<file path="src/rtl/nanorv32_timer_resp.sv">
// Memory-mapped timer responder on the nanorv32 data port: CTRL/COUNT/COMPARE/STATUS, compare-match irq.
// Latency: ack 1+WAIT_STATES cycles after a request is accepted in IDLE; one access per 2+WAIT_STATES cycles.
// Backpressure: the CPU holds req until ack; requests are not sampled during WAIT/ACK, out-of-window requests are ignored.
//
// Ports:
//   clk, rst_n                     clock, async active-low reset
//   cpu_datamem_req/addr/wdata     access request, byte address, write data
//   cpu_datamem_bytesel            byte-lane write enables (0 = read)
//   datamem_cpu_ack/rdata          one-cycle completion pulse, read data (0 when ack low)
//   timer_irq                      level interrupt = STATUS.MATCH & CTRL.IE
module nanorv32_timer_resp #(
    parameter logic [31:0] BASE_ADDR   = 32'h0001_0000,
    parameter int          WAIT_STATES = 1
) (
    input  logic        clk,
    input  logic        rst_n,
    input  logic        cpu_datamem_req,
    input  logic [31:0] cpu_datamem_addr,
    input  logic [31:0] cpu_datamem_wdata,
    input  logic [3:0]  cpu_datamem_bytesel,
    output logic        datamem_cpu_ack,
    output logic [31:0] datamem_cpu_rdata,
    output logic        timer_irq
);

    localparam logic [3:0] WAIT_INIT = (WAIT_STATES > 0) ? 4'(WAIT_STATES - 1) : 4'd0;

    typedef enum logic [1:0] {
        ST_IDLE,
        ST_WAIT,
        ST_ACK
    } state_t;

    state_t      state;
    state_t      state_nxt;

    logic        sel;
    logic        accept;
    logic [1:0]  acc_off;
    logic [31:0] acc_wdat;
    logic [3:0]  acc_bsel;
    logic [3:0]  wait_cnt;

    logic [2:0]  ctrl;        // bit0 EN, bit1 IE, bit2 AUTO_RELOAD
    logic [31:0] count;
    logic [31:0] compare;
    logic        match;

    logic        hit;
    logic        wr;
    logic        wr_ctrl;
    logic        wr_count;
    logic        wr_cmp;
    logic        w1c;
    logic [31:0] reg_rd;

    // Word offset only; the byte offset within a word has no meaning here.
    logic [1:0]  unused_addr_lsb;
    assign unused_addr_lsb = cpu_datamem_addr[1:0];

    function automatic logic [31:0] lane_merge(input logic [31:0] cur,
                                               input logic [31:0] wd,
                                               input logic [3:0]  be);
        logic [31:0] res;
        for (int i = 0; i < 4; i++) begin
            res[8*i +: 8] = be[i] ? wd[8*i +: 8] : cur[8*i +: 8];
        end
        return res;
    endfunction

    assign sel    = (cpu_datamem_addr[31:4] == BASE_ADDR[31:4]);
    assign accept = (state == ST_IDLE) && cpu_datamem_req && sel;

    // ---------------- responder FSM ----------------
    always_ff @(posedge clk or negedge rst_n) begin
        if (!rst_n) begin
            state <= ST_IDLE;
        end else begin
            state <= state_nxt;
        end
    end

    always_comb begin
        state_nxt = state;
        case (state)
            ST_IDLE: begin
                if (accept) begin
                    state_nxt = (WAIT_STATES > 0) ? ST_WAIT : ST_ACK;
                end
            end
            ST_WAIT: begin
                if (wait_cnt == 4'd0) begin
                    state_nxt = ST_ACK;
                end
            end
            ST_ACK:  state_nxt = ST_IDLE;
            default: state_nxt = ST_IDLE;
        endcase
    end

    always_comb begin
        datamem_cpu_ack   = (state == ST_ACK);
        datamem_cpu_rdata = (state == ST_ACK) ? reg_rd : 32'd0;
    end

    // Request capture and wait-state counter.
    always_ff @(posedge clk or negedge rst_n) begin
        if (!rst_n) begin
            acc_off  <= 2'd0;
            acc_wdat <= 32'd0;
            acc_bsel <= 4'd0;
            wait_cnt <= 4'd0;
        end else if (accept) begin
            acc_off  <= cpu_datamem_addr[3:2];
            acc_wdat <= cpu_datamem_wdata;
            acc_bsel <= cpu_datamem_bytesel;
            wait_cnt <= WAIT_INIT;
        end else if (state == ST_WAIT) begin
            wait_cnt <= wait_cnt - 4'd1;
        end
    end

    // ---------------- register file ----------------
    always_comb begin
        reg_rd = 32'd0;
        case (acc_off)
            2'd0: reg_rd = {29'd0, ctrl};
            2'd1: reg_rd = count;
            2'd2: reg_rd = compare;
            2'd3: reg_rd = {31'd0, match};
            default: reg_rd = 32'd0;
        endcase
    end

    // Writes commit on the edge that ends the ACK cycle.
    assign wr       = (state == ST_ACK) && (acc_bsel != 4'd0);
    assign wr_ctrl  = wr && (acc_off == 2'd0) && acc_bsel[0];
    assign wr_count = wr && (acc_off == 2'd1);
    assign wr_cmp   = wr && (acc_off == 2'd2);
    assign w1c      = wr && (acc_off == 2'd3) && acc_bsel[0] && acc_wdat[0];

    assign hit = ctrl[0] && (count == compare);

    always_ff @(posedge clk or negedge rst_n) begin
        if (!rst_n) begin
            ctrl    <= 3'd0;
            count   <= 32'd0;
            compare <= 32'hFFFF_FFFF;
            match   <= 1'b0;
        end else begin
            if (wr_ctrl) begin
                ctrl <= acc_wdat[2:0];
            end

            // CPU write beats reload, reload beats increment.
            if (wr_count) begin
                count <= lane_merge(count, acc_wdat, acc_bsel);
            end else if (hit && ctrl[2]) begin
                count <= 32'd0;
            end else if (ctrl[0]) begin
                count <= count + 32'd1;
            end

            if (wr_cmp) begin
                compare <= lane_merge(compare, acc_wdat, acc_bsel);
            end

            // A fresh match wins over a simultaneous clear so no event is lost.
            if (hit) begin
                match <= 1'b1;
            end else if (w1c) begin
                match <= 1'b0;
            end
        end
    end

    assign timer_irq = match & ctrl[1];

endmodule

</file>
<file path="config.mk">
export PLATFORM = sky130hd
export DESIGN_NAME = nanorv32_timer_resp
export DESIGN_NICKNAME = d
export VERILOG_FILES = /design/src/rtl/nanorv32_timer_resp.sv
export SDC_FILE = /design/constraint.sdc
export NUM_CORES = 1
export LEC_CHECK = 0
export BUFFER_PORTS_ARGS = -buffer_cell sky130_fd_sc_hd__buf_2
export CORE_UTILIZATION = 50
export DETAILED_ROUTE_END_ITERATION = 8
export PLACE_DENSITY = 0.72
export SKIP_LAST_GASP = 1
export SLEW_MARGIN = 10
export SYNTH_ARGS = -nofsm -noshare
export SYNTH_HDL_FRONTEND = slang
export SYNTH_SLANG_ARGS = --single-unit
</file>
<file path="constraint.sdc">
create_clock -name clk -period 6.39 [get_ports clk]
set_clock_uncertainty 0.15 [all_clocks]
set_input_delay 1.278 -clock clk [delete_from_list [all_inputs] [get_ports clk]]
set_output_delay 1.278 -clock clk [all_outputs]
set_load 0.1 [all_outputs]
</file>
# [Word-level counts from Yosys, hierarchy flattened]
# Cells that the tools add are included.
[totals] out_inout_bits=34 inputBits=71 reg_bits=112 wordCells=75
[op_classes] n_eq_ne=13 mux=16 n_addsub=2 n_bitwise=1 reduce_logical=28
[op_table] cell="32-bit two-way mux" count=4
[op_table] cell="32-bit case mux with 4 select lines" count=1
[op_table] cell="32-bit by 1-bit adder with 32-bit output (second input constant)" count=1
[op_table] cell="32-bit equality test" count=1
[op_table] cell="8-bit two-way mux" count=4
[op_table] cell="28-bit by 13-bit equality test with 1-bit output (second input constant)" count=1
[op_table] cell="2-bit AND reduction" count=9
[op_table] cell="1-bit logical AND" count=12
[op_table] cell="2-bit inequality test (second input constant)" count=6
[op_table] cell="4-bit two-way mux" count=2
[op_table] cell="2-bit equality test (second input constant)" count=3
[op_table] cell="2-bit by 1-bit equality test with 1-bit output (second input constant)" count=2
[op_table] cell="2-bit logical NOT" count=2
[op_table] cell="4-bit logical NOT" count=1
[op_table] cell="2-bit two-way mux" count=2
[op_table] cell="2-bit case mux with 2 select lines" count=1
[op_table] cell="2-bit nonzero test" count=2
[op_table] cell="4-bit nonzero test" count=1
[op_table] cell="4-bit by 1-bit subtractor with 4-bit output (second input constant)" count=1
[op_table] cell="3-bit nonzero test" count=1
[op_table] cell="1-bit two-way mux" count=2
[op_table] cell="1-bit bitwise AND" count=1

# [Depth between registers and ports, before layout]
[logic_depth] ltp_word=7 ltp_mapped=9 ltp_nobuf=7

# [Worst setup path before layout]
# OpenSTA, ideal clock, no wires.
[synth_path] path_kind="register -> output" startpoint="reg acc_off[0]" endpoint="out datamem_cpu_rdata[21]" n_path_buf=3 arrival_ns=2.720 path_slack_ns=2.242 required_ns=4.962 path_stages_with_launch=7 cell_sequence="dfrtp_1 -> clkbuf_1 -> nor2b_1 -> clkbuf_1 -> clkbuf_1 -> a22oi_1 -> nor2_1"
[synth_via] elab_chain_len=3 word_cells_on_any_way=6
[synth_lines] item="start, declared" line_no="39" rtl="logic [1:0] acc_off;"
[synth_lines] item="start signal, assigned" line_no="114" rtl="acc_off <= cpu_datamem_addr[3:2];"
[synth_lines] item="2-bit equality test, or another cell as far along" line_no="126" rtl="case (acc_off)"
[synth_lines] item="32-bit case mux with 4 select lines *" line_no="126"
[synth_lines] item="32-bit two-way mux *" line_no="103" rtl="datamem_cpu_rdata = (state == ST_ACK) ? reg_rd : 32'd0;"
[synth_lines] item="end, declared" line_no="22" rtl="output logic [31:0] datamem_cpu_rdata,"
# Every way passes the cells marked *; elsewhere a longest branch is shown, timed or not.

# [Worst setup path in the final report]
[layout_path] startpoint="reg acc_off[1]" endpoint="out datamem_cpu_rdata[29]"
# Same word-level chain as after synthesis.

==> qor.yml <==
die_height_um: 115
globalRouteOverflowTotal: 0
cpPeakStageDelay_ns: 0.52
hold_violations: 0
ir_drop_v: 0.000175
synthSimpleGateAreaFrac_pct: 17.3
insertion_delay_ns: 0.36
synth_mux_area_share_pct: 16.3
rsz0062_at_grt: "false"
area_delta_synth_final_pct: 13.9
synth_xor_area_share_pct: 4.28
critPathSlowestCell: "dfrtp_1"
drt_iter0_markers: 355
port_buffers: 102
synth_cell_types: 54
cts_setup_buffers: 0
core_um2: 12200
async_reset_ff_share_pct: 100
synth_seq_cells: 112
yosys_warnings: 0
synth_area_leaders: "dfrtp_1 (32%), dfstp_2 (13%), mux2_2 (13%)"
synth_fa_ha_area_share_pct: 0.592
cts_buffer_depth: 2
min_period_ns: 3.66
grt_pass1_wl_um: 26200
use_met3_pct: 6.25
cts_resized: 0
antenna_found_initial: 0
tightest_slew_ns: 1.07
top_usage_layer: "met2"
first_pass_iters: 5
die_w_um: 115
io_pins: 105
cp_num_cells: 5
maxCapViolCount: 0
tns_ns: 0
start_util_pct: 52.1
wl_per_cell_um: 18.6
drv_slew: 0
syn_area_per_cell_um2: 9.96
grt_max_degree: 58
hold_depth: 2
worstPathCellList: "nor2b_2 > buf_4 > a22oi_1 > nor2_1 > buf_2"
synthFlopType: "dfrtp_1"
required_ns: 4.96
clk_pin_slew_ns: 0.07
wl_um: 16200
reg2reg_depth: 6
cp-start-kind: "register"
synth_area_um2: 6340
syn_inst: 636
cts_hold_buffers: 0
setup_viol: 0
critical_path_arrival_ns: 2.23
cts_num_sinks: 112
htreeDepth: 3
fmax_mhz: 273
num_rows: 40
synth_top_family_by_area: "simple AND/OR/NAND/NOR gates"
fin_nets: 775
leakagePower_nw: 3.39
hold_class: "register to register"
whs_ns: 0.379
maxSlewHeadroom_pct: 28.0
yosys.area.top_type: "dfrtp_1"
die-area_um2: 13100
synth_top_area_share_pct: 31.6
hpwl_um: 11600
drc_errors: 0
diodes: 0
drive_gt1_share_pct: 34.1
yosysSeqAreaShare_pct: 44.9
grt_use_met1_pct: 35.6
ant_nets: 0
p_per_area_nw_per_um2: 186
path_max_fanout: 35
grtUsageMet2_pct: 41.5
track_usage_pct: 26.4
synth_edf_count: 0
cts_root_buffer: "clkbuf_16"
grt_pass1_vias: 5059
cts_tree: "done"
synth_compound_area_share_pct: 12.8
via_per_inst: 5.98
period_share_pct: 57.3
syn_nets: 710
cp_top_family: "buffers and inverters"
end_kind: "output pin"
cts_made_buffers: 9
crit_buf_inv: 2
globalplace.congestion: 0.905
status: "finished clean"
vias: 5230
path_class: "register to output pin"
-- metal layers --
metal  vias up  wire, um  share of wire, %
met1      2566      7340                45
met5         -         0                 0
li1       2455         -                 -
met3        30      1000               6.2
met4         0       348               2.1
met2       179      7540                46
-- report_power, final --
part | switching, mW | internal (mW)
clock | 0.254 | 0.343
combinational | 0.0197 | 0.0158
sequential | 0.0000000900 | 0.710
-- synthesized netlist by cell type, types with 2 or more instances --
| library cell | count |
|---|---|
| xor2_1 | 29 |
| buf_2 | 5 |
| ha_1 | 3 |
| nand2_1 | 40 |
| o211ai_1 | 3 |
| a21o_1 | 2 |
| nand2b_1 | 5 |
| a32oi_1 | 3 |
| or4_1 | 5 |
| mux2i_1 | 18 |
| and3_1 | 13 |
| or2_2 | 2 |
| a31oi_1 | 6 |
| nor3_1 | 17 |
| o31ai_1 | 3 |
| mux2_2 | 74 |
| nand3_1 | 25 |
| inv_1 | 8 |
| and2_1 | 6 |
| dfstp_2 | 32 |
| and4_1 | 4 |
| nand4_1 | 15 |
| xnor2_1 | 2 |
| dfrtp_1 | 80 |
| o31a_1 | 5 |
| nor2_1 | 58 |
| clkbuf_1 | 49 |
| a21oi_1 | 9 |
| o22ai_1 | 12 |
| nor4_1 | 13 |
| o21ai_0 | 24 |
| nor2b_1 | 5 |
| a22oi_1 | 40 |
-- path summary, 6_finish.rpt --
path                                        start  slack (ns)                       end
max in group asynchronous                   rst_n        4.08  acc_wdat[20]$_DFFE_PN0P_
min                             match$_DFFE_PN0P_        0.38         match$_DFFE_PN0P_
min reg2reg                     match$_DFFE_PN0P_        0.38         match$_DFFE_PN0P_
max                        acc_off[1]$_DFFE_PN0P_        2.73     datamem_cpu_rdata[29]
max reg2reg                 count[14]$_DFFE_PN0P_        3.07     count[25]$_DFFE_PN0P_
min in group asynchronous                   rst_n        0.82    acc_off[1]$_DFFE_PN0P_
-- cell usage in the layout (no fill, tap or decap), types with 4 or more instances in the layout --
| master | instances |
|---|---|
| a21oi_1 | 9 |
| a22oi_1 | 40 |
| a31oi_1 | 6 |
| and2_1 | 6 |
| and3_1 | 13 |
| and4_1 | 4 |
| buf_2 | 101 |
| buf_4 | 8 |
| clkbuf_16 | 9 |
| dfrtp_1 | 80 |
| dfstp_2 | 32 |
| inv_1 | 8 |
| mux2_2 | 74 |
| mux2i_1 | 18 |
| nand2_1 | 40 |
| nand2b_1 | 5 |
| nand3_1 | 25 |
| nand4_1 | 15 |
| nor2_1 | 58 |
| nor3_1 | 16 |
| nor4_1 | 13 |
| o21ai_0 | 24 |
| o22ai_1 | 12 |
| o31a_1 | 5 |
| or4_1 | 5 |
| xor2_1 | 29 |
-- cell type report --
type | instances | area, um^2
multi-input combinational | 460 | 3260
inverter | 9 | 33.8
tap | 168 | 210
clock buffer | 12 | 236
clock inverter | 4 | 70.1
fill | 1072 | 4950
sequential | 112 | 2840
timing repair buffer | 109 | 566
-- state kept, by name, indices dropped and copies added, names as in the netlist --
name,cells
acc_bsel,4
acc_off,2
acc_wdat,32
compare,32
count,32
ctrl,3
match,1
state,2
wait_cnt,4
-- worst min-delay path, stage by stage, from the launching register on --
cell     delay (ns)
dfrtp_1        0.36
o21ai_0        0.09
nand2_1        0.05
-- per-stage QoR --
step / setup slack (ns) / cell area (um^2) / cells / util [%] / total power [mW]
2_1_floorplan: 2.24 / 6340 / 636 / - / 0.724
3_3_place_gp: 3.16 / 6910 / 858 / 56.8 / 0.757
3_5_place_dp: 3.13 / 6910 / 858 / 56.8 / 0.759
4_1_cts: 2.71 / 7220 / 874 / 59.3 / 1.35
5_1_grt: 2.58 / 7220 / 874 / 59.3 / 1.38
6_report: 2.73 / 7220 / 874 / 59.3 / 1.34
-- cell families (layout without fill, tap and decap cells) --
kind of cell / after synthesis / in the layout
buf+inv: 64 / 134
flops: 112 / 112
xor+xnor: 31 / 31
compound gates: 118 / 118
simple gates: 215 / 215
mux: 93 / 93
fa+ha+maj: 3 / 3
Power figures use the tool's default switching activity.
